===== config.mk =====
export PLATFORM = sky130hd
export DESIGN_NAME = traffic_monitor
export DESIGN_NICKNAME = d
export VERILOG_FILES = /design/src/rtl/traffic_pkg.sv /design/src/rtl/light_decode.sv /design/src/rtl/traffic_monitor.sv
export SDC_FILE = /design/constraint.sdc
export NUM_CORES = 1
export LEC_CHECK = 0
export BUFFER_PORTS_ARGS = -buffer_cell sky130_fd_sc_hd__buf_2
export CORE_UTILIZATION = 45
export DETAILED_ROUTE_END_ITERATION = 10
export HOLD_SLACK_MARGIN = 0.15
export PLACE_DENSITY = 0.65
export SLEW_MARGIN = 40
export SYNTH_ARGS = -nofsm -noshare
export SYNTH_HDL_FRONTEND = slang
export SYNTH_SLANG_ARGS = --single-unit

===== constraint.sdc =====
create_clock -name clk -period 3.6 [get_ports clk]
set_clock_uncertainty 0.05 [all_clocks]
set_input_delay 0.36 -clock clk [delete_from_list [all_inputs] [get_ports clk]]
set_output_delay 0.36 -clock clk [all_outputs]
set_load 0.02 [all_outputs]

===== src/rtl/traffic_pkg.sv =====
// Shared encodings for the traffic light monitor: light codes, direction codes,
// fault codes, monitor FSM states and the per-bus decode record.
package traffic_pkg;

  localparam int NUM_DIR = 4;

  localparam logic [2:0] L_GREEN  = 3'b001;
  localparam logic [2:0] L_YELLOW = 3'b010;
  localparam logic [2:0] L_RED    = 3'b100;

  localparam logic [1:0] DIR_N = 2'd0;
  localparam logic [1:0] DIR_S = 2'd1;
  localparam logic [1:0] DIR_E = 2'd2;
  localparam logic [1:0] DIR_W = 2'd3;

  localparam logic [2:0] F_NONE     = 3'd0;
  localparam logic [2:0] F_ENC      = 3'd1;
  localparam logic [2:0] F_CONFLICT = 3'd2;
  localparam logic [2:0] F_SEQ      = 3'd3;
  localparam logic [2:0] F_TIMING   = 3'd4;
  localparam logic [2:0] F_STALL    = 3'd5;

  localparam logic [2:0] ST_SYNC   = 3'd0;
  localparam logic [2:0] ST_GREEN  = 3'd1;
  localparam logic [2:0] ST_YELLOW = 3'd2;
  localparam logic [2:0] ST_GAP    = 3'd3;
  localparam logic [2:0] ST_FAULT  = 3'd4;

  typedef struct packed {
    logic is_green;
    logic is_yellow;
    logic is_red;
    logic illegal;
  } light_t;

  // Directions rotate N->S->E->W->N, so the successor is a 2-bit wrap.
  function automatic logic [1:0] next_dir(input logic [1:0] d);
    return d + 2'd1;
  endfunction

endpackage


===== src/rtl/light_decode.sv =====
// Combinational decode of one observed 3-bit light bus into one-hot flags.
module light_decode
  import traffic_pkg::*;
(
  input  logic [2:0] bus,
  output logic       is_green,
  output logic       is_yellow,
  output logic       is_red,
  output logic       illegal
);

  assign is_green  = (bus == L_GREEN);
  assign is_yellow = (bus == L_YELLOW);
  assign is_red    = (bus == L_RED);
  assign illegal   = ~(is_green | is_yellow | is_red);

endmodule


===== src/rtl/traffic_monitor.sv =====
// Observes four intersection light buses and latches the first protocol
// violation (encoding, conflict, sequence, timing, all-red stall).
module traffic_monitor
  import traffic_pkg::*;
#(
  parameter int GREEN_CYC  = 8,
  parameter int YELLOW_CYC = 4,
  parameter int ALLRED_MAX = 2
) (
  input  logic       clk,
  input  logic       rst_a,
  input  logic [2:0] n_lights,
  input  logic [2:0] s_lights,
  input  logic [2:0] e_lights,
  input  logic [2:0] w_lights,
  output logic       fault,
  output logic [2:0] fault_code,
  output logic [1:0] active_dir,
  output logic [3:0] phase_cnt,
  output logic [7:0] rotations
);

  logic [NUM_DIR-1:0][2:0] bus;
  light_t [NUM_DIR-1:0]    lt;

  assign bus = {w_lights, e_lights, s_lights, n_lights};

  for (genvar i = 0; i < NUM_DIR; i++) begin : g_dec
    light_decode u_dec (
      .bus       (bus[i]),
      .is_green  (lt[i].is_green),
      .is_yellow (lt[i].is_yellow),
      .is_red    (lt[i].is_red),
      .illegal   (lt[i].illegal)
    );
  end

  logic       enc_err, all_red, conflict, one_lit;
  logic [2:0] lit_cnt;
  logic [1:0] sole_dir;

  always_comb begin
    enc_err  = 1'b0;
    all_red  = 1'b1;
    lit_cnt  = '0;
    sole_dir = DIR_N;
    for (int i = 0; i < NUM_DIR; i++) begin
      enc_err = enc_err | lt[i].illegal;
      all_red = all_red & lt[i].is_red;
      if (lt[i].is_green | lt[i].is_yellow) begin
        lit_cnt  = lit_cnt + 3'd1;
        sole_dir = 2'(i);
      end
    end
  end

  assign conflict = (lit_cnt > 3'd1);
  assign one_lit  = (lit_cnt == 3'd1);

  logic [2:0] state, st_n, code_st, code_n;
  logic [1:0] dir_n, nxt;
  logic [3:0] cnt_n, cnt_inc;
  logic [7:0] rot_n, rot_inc, gap_cnt, gap_n, gap_inc;
  logic       timed, timed_n, go_green;
  logic       same_g, same_y, next_g, g_exit_bad, y_exit_bad;

  assign nxt        = next_dir(active_dir);
  assign same_g     = one_lit && lt[active_dir].is_green;
  assign same_y     = one_lit && lt[active_dir].is_yellow;
  assign next_g     = one_lit && lt[nxt].is_green;
  assign cnt_inc    = (phase_cnt == 4'hF) ? phase_cnt : phase_cnt + 4'd1;
  assign gap_inc    = (gap_cnt == 8'hFF) ? gap_cnt : gap_cnt + 8'd1;
  assign rot_inc    = (rotations == 8'hFF) ? rotations : rotations + 8'd1;
  // A phase first seen in SYNC has an unknown start, so its length is not judged.
  assign g_exit_bad = timed && (int'(phase_cnt) != GREEN_CYC);
  assign y_exit_bad = timed && (int'(phase_cnt) != YELLOW_CYC);

  always_comb begin
    st_n     = state;
    dir_n    = active_dir;
    cnt_n    = phase_cnt;
    rot_n    = rotations;
    timed_n  = timed;
    gap_n    = gap_cnt;
    code_st  = F_NONE;
    go_green = 1'b0;
    case (state)
      ST_SYNC: begin
        if (one_lit) begin
          dir_n   = sole_dir;
          cnt_n   = 4'd1;
          timed_n = 1'b0;
          st_n    = lt[sole_dir].is_green ? ST_GREEN : ST_YELLOW;
        end
      end
      ST_GREEN: begin
        if (same_g) begin
          cnt_n = cnt_inc;
          if (timed && int'(cnt_inc) > GREEN_CYC) code_st = F_TIMING;
        end else if (same_y) begin
          st_n    = ST_YELLOW;
          cnt_n   = 4'd1;
          timed_n = 1'b1;
          if (g_exit_bad) code_st = F_TIMING;
        end else begin
          code_st = F_SEQ;
        end
      end
      ST_YELLOW: begin
        if (same_y) begin
          cnt_n = cnt_inc;
          if (timed && int'(cnt_inc) > YELLOW_CYC) code_st = F_TIMING;
        end else if (all_red) begin
          st_n  = ST_GAP;
          cnt_n = 4'd0;
          gap_n = 8'd1;
          if (y_exit_bad) code_st = F_TIMING;
        end else if (next_g) begin
          go_green = 1'b1;
          if (y_exit_bad) code_st = F_TIMING;
        end else begin
          code_st = F_SEQ;
        end
      end
      ST_GAP: begin
        if (all_red) begin
          gap_n = gap_inc;
          if (int'(gap_inc) > ALLRED_MAX) code_st = F_STALL;
        end else if (next_g) begin
          go_green = 1'b1;
        end else begin
          code_st = F_SEQ;
        end
      end
      default: ;
    endcase
    if (go_green) begin
      st_n    = ST_GREEN;
      dir_n   = nxt;
      cnt_n   = 4'd1;
      timed_n = 1'b1;
      if (active_dir == DIR_W) rot_n = rot_inc;
    end
    code_n = enc_err ? F_ENC : (conflict ? F_CONFLICT : code_st);
  end

  // On a fault only the flag and code move; the tracking registers keep the
  // values they held before the offending sample.
  always_ff @(posedge clk or negedge rst_a) begin
    if (!rst_a) begin
      state      <= ST_SYNC;
      fault      <= 1'b0;
      fault_code <= F_NONE;
      active_dir <= DIR_N;
      phase_cnt  <= '0;
      rotations  <= '0;
      timed      <= 1'b0;
      gap_cnt    <= '0;
    end else if (state != ST_FAULT) begin
      if (code_n != F_NONE) begin
        state      <= ST_FAULT;
        fault      <= 1'b1;
        fault_code <= code_n;
      end else begin
        state      <= st_n;
        active_dir <= dir_n;
        phase_cnt  <= cnt_n;
        rotations  <= rot_n;
        timed      <= timed_n;
        gap_cnt    <= gap_n;
      end
    end
  end

endmodule


==> impl_metrics.env <==
export IMPL_fin_crit_sh_pct=108
export IMPL_holdCritPathClass="reg -> reg"
export IMPL_slew_limit_headroom_pct=55.4
export IMPL_tritoncts="done"
export IMPL_fmax_mhz=258
export IMPL_drv_slew=0
export IMPL_track_usage_pct=24.2
export IMPL_finalSetupViolations=29
export IMPL_port_buffers=31
export IMPL_signal_arrival_time_at_the_worst_endpoint_ps=4000
export IMPL_timing_critical_path_slowest_stage_cell="or4_4"
export IMPL_worst_endpoint_required_ps=3720
export IMPL_leakage_nw=1.51
export IMPL_routabilityCongestion=0.876
export IMPL_yosys_register_bits=30
export IMPL_final_cell_mix="43 x buf_4, 30 x dfrtp_1, 27 x buf_2"
export IMPL_wire_length_of_the_first_global_routing_pass_mm=11.8
export IMPL_critPathLaunch="s_lights[2]"
export IMPL_die_w_um=78.0
export IMPL_initial_core_util_pct=46.9
export IMPL_floorplan_die_area_sq_um=6080
export IMPL_timing_worst_slew_pin_value_ps=663
export IMPL_stage_delay_of_the_slowest_cell_on_the_critical_path_ps=490
export IMPL_finalHoldViolations=0
export IMPL_globalRouteMet3Util_pct=2.71
export IMPL_critical_path_startpoint_type="input port"
export IMPL_detailroute_via_count=2632
export IMPL_area_growth_synth_to_finish_pct=37.3
export IMPL_clock_path_buffers=2
export IMPL_io_pins=32
export IMPL_r2r_start="active_dir[1]$_DFFE_PN0P_"
export IMPL_antenna_cells=0
export IMPL_per_cell_via_count_in_the_routed_design=5.89
export IMPL_synth_unique_cells=73
export IMPL_post_route_cells_drive_above_1_share_pct=39.5
export IMPL_critical_path_endpoint_type="flip-flop"
export IMPL_number_of_global_route_vias_before_repair=2553
export IMPL_grt_max_degree=31
export IMPL_clock_sink_count=30
export IMPL_drv_cap=0
export IMPL_routed_wire_length_per_instance_um=16.0
export IMPL_timing_setup_critical_path_class="in -> reg"
export IMPL_routed_wl_mm=7.15
export IMPL_syn_num_nets=319
export IMPL_standard_cell_rows=27
export IMPL_fin_setup_tns_ps=-4850
export IMPL_syn_cell_area_sq_um=2600
export IMPL_async_reset_ff_share_pct=100
export IMPL_final_net_count=396
export IMPL_timing_critical_path_mode_cell="buf_4"
export IMPL_layout_cells_most_common="buf_4"
export IMPL_grt_busiest_layer="met2"
export IMPL_fill_cells=472
export IMPL_fin_crit_ps=3880
export IMPL_first_iter_violations=168
export IMPL_netlist_instances=297
export IMPL_antenna_found_initial=0
export IMPL_ant_nets=0
export IMPL_synth_enable_flop_cells=0
export IMPL_die_h_um=78.0
export IMPL_drt_pass1_iter_count=4
export IMPL_cts_buffers=5
export IMPL_worst_path_clk_slew_ps=70
export IMPL_failing_checks="negative setup slack"
export IMPL_dominantRegCellSynth="dfrtp_1"
export IMPL_timing_critical_path_fanout_max=3
export IMPL_clkLatencyLatePin_ps=280
export IMPL_place_detailed_hpwl_mm=5.24
export IMPL_use_met2_pct=40.7
export IMPL_coreArea_sq_um=5540
export IMPL_synth_sequential_area_ratio_pct=28.9
export IMPL_grtUsageMet1_pct=33.0
export IMPL_critical_path_cell_chain="buf_2 -> nor3b_4 -> a21oi_4 -> ha_4 -> xor2_1 -> ha_1 -> or4_1 -> o22a_2 -> a32o_2 -> buf_4 -> buf_4 -> a22o_2 -> a221o_1 -> or4_4 -> a22o_1"
export IMPL_clockRootBuffer="clkbuf_8"
export IMPL_worstHoldStart="fault$_DFFE_PN0P_"
export IMPL_route_detailed_drc=0
export IMPL_status="complete, but fails checks"
export IMPL_rsz_0062_raised_after_global_routing="yes"
export IMPL_synth_avg_cell_area_sq_um=8.75
export IMPL_maximum_vdd_ir_drop_mv=0.304
export IMPL_path_buf_inv=3
export IMPL_final_critical_path_setup_slack_ps=-277
export IMPL_ctsHtreeMaxLevel=2
export IMPL_power_density_nw_per_um2=243
export IMPL_yosys_warning_total=0
export IMPL_grt_overflow_total=0
export IMPL_utilization_pct=64.4
export IMPL_critical_path_top_delay_family="compound AO/OA/AOI/OAI gates"
## path summary, 6_finish.rpt
path | depth (start not counted) | slack (ps) | to
min in group asynchronous | 2 | 590 | phase_cnt[3]$_DFFE_PN0P_
hold reg to reg | 1 | 420 | fault$_DFFE_PN0P_
hold / removal | 1 | 420 | fault$_DFFE_PN0P_
setup / recovery | 15 | -280 | phase_cnt[0]$_DFFE_PN0P_
setup reg to reg | 10 | 490 | phase_cnt[3]$_DFFE_PN0P_
max in group asynchronous | 2 | 2480 | gap_cnt[3]$_DFFE_PN0P_
## state kept, by name, summed over array words and instances, names as in the netlist
signal / count
active_dir: 2
state: 3
fault_code: 3
phase_cnt: 4
fault: 1
rotations: 8
timed: 1
gap_cnt: 8
## per-layer routing
metal | routed length (um) | vias up
li1 | - | 1289
met1 | 3300 | 1275
met2 | 3480 | 60
met3 | 286 | 8
met4 | 81 | 0
met5 | 0 | -
## report_power, final
| group | total (mW) | internal, mW | switching (mW) |
|---|---|---|---|
| Combinational | 0.190 | 0.0923 | 0.0976 |
| Sequential | 0.338 | 0.337 | 0.000265 |
| Clock | 0.340 | 0.206 | 0.134 |
| Total | 0.867 | 0.635 | 0.232 |
## synthesized netlist by cell type, drive strengths merged (4+ instances only)
master	number	share of area [%]
and2	13	3.1
nand3	8	1.7
or4	5	1.6
or2	5	1.2
nand4	6	1.4
nor3b	8	2.3
buf	5	1.4
nor3	13	3.1
ha	8	3.9
a21oi	11	2.1
or3	4	0.96
nand2	18	2.6
xor2	10	3.4
xnor2	4	1.3
nor2	19	2.7
a211oi	4	1.3
nor4b	4	1.3
nor4	8	3.2
nand2b	6	1.4
clkbuf	8	1.2
o21ai	21	4.0
nor2b	10	2.4
inv	10	1.4
a311o	4	1.5
dfrtp	30	29
## per-stage QoR
stage | power (mW) | setup WS, ps | cell area, sq um | hold slack [ps] | cells
after floorplan | 0.440 | -259 | 2730 | 14.4 | 297
after global placement | 0.507 | -502 | 3210 | 376 | 425
after detailed placement | 0.510 | -564 | 3210 | 378 | 425
after CTS | 0.867 | -295 | 3470 | 422 | 444
after global routing | 0.908 | -420 | 3570 | 444 | 447
final | 0.867 | -277 | 3570 | 418 | 447
## logic make-up (layout without fill, tap and decap cells)
family	count (synthesis)	count (layout)	share of synthesized area, %
buffers and inverters	23	101	4.00
muxes	5	5	2.55
and+or+nand+nor	138	138	32.7
DFF	30	30	28.9
AOI/OAI and AO/OA	79	79	23.3
adders and majority gates	8	8	3.85
xor gates and xnor gates	14	14	4.72
## what timing repair did
item / in CTS / in global routing
resized for setup: 13 / 19
endpoints found under the hold margin: 30 / 0
hold buffers: 1 / 0
buffers inserted: 10 / 3
pin swaps: 22 / 11
setup endpoints to repair: 28 / 30
## final cells by class
cell class / count / area, sq um / share of cell area [%]
multi-input cells: 244 / 1960 / 55.0
flip-flops and latches: 30 / 751 / 21.1
repair buffers: 83 / 612 / 17.2
well taps: 72 / 90.1 / 2.53
clock buffers: 5 / 68.8 / 1.93
clock inverters: 3 / 45.0 / 1.26
inverters: 10 / 37.5 / 1.05
Power figures use the tool's default switching activity.
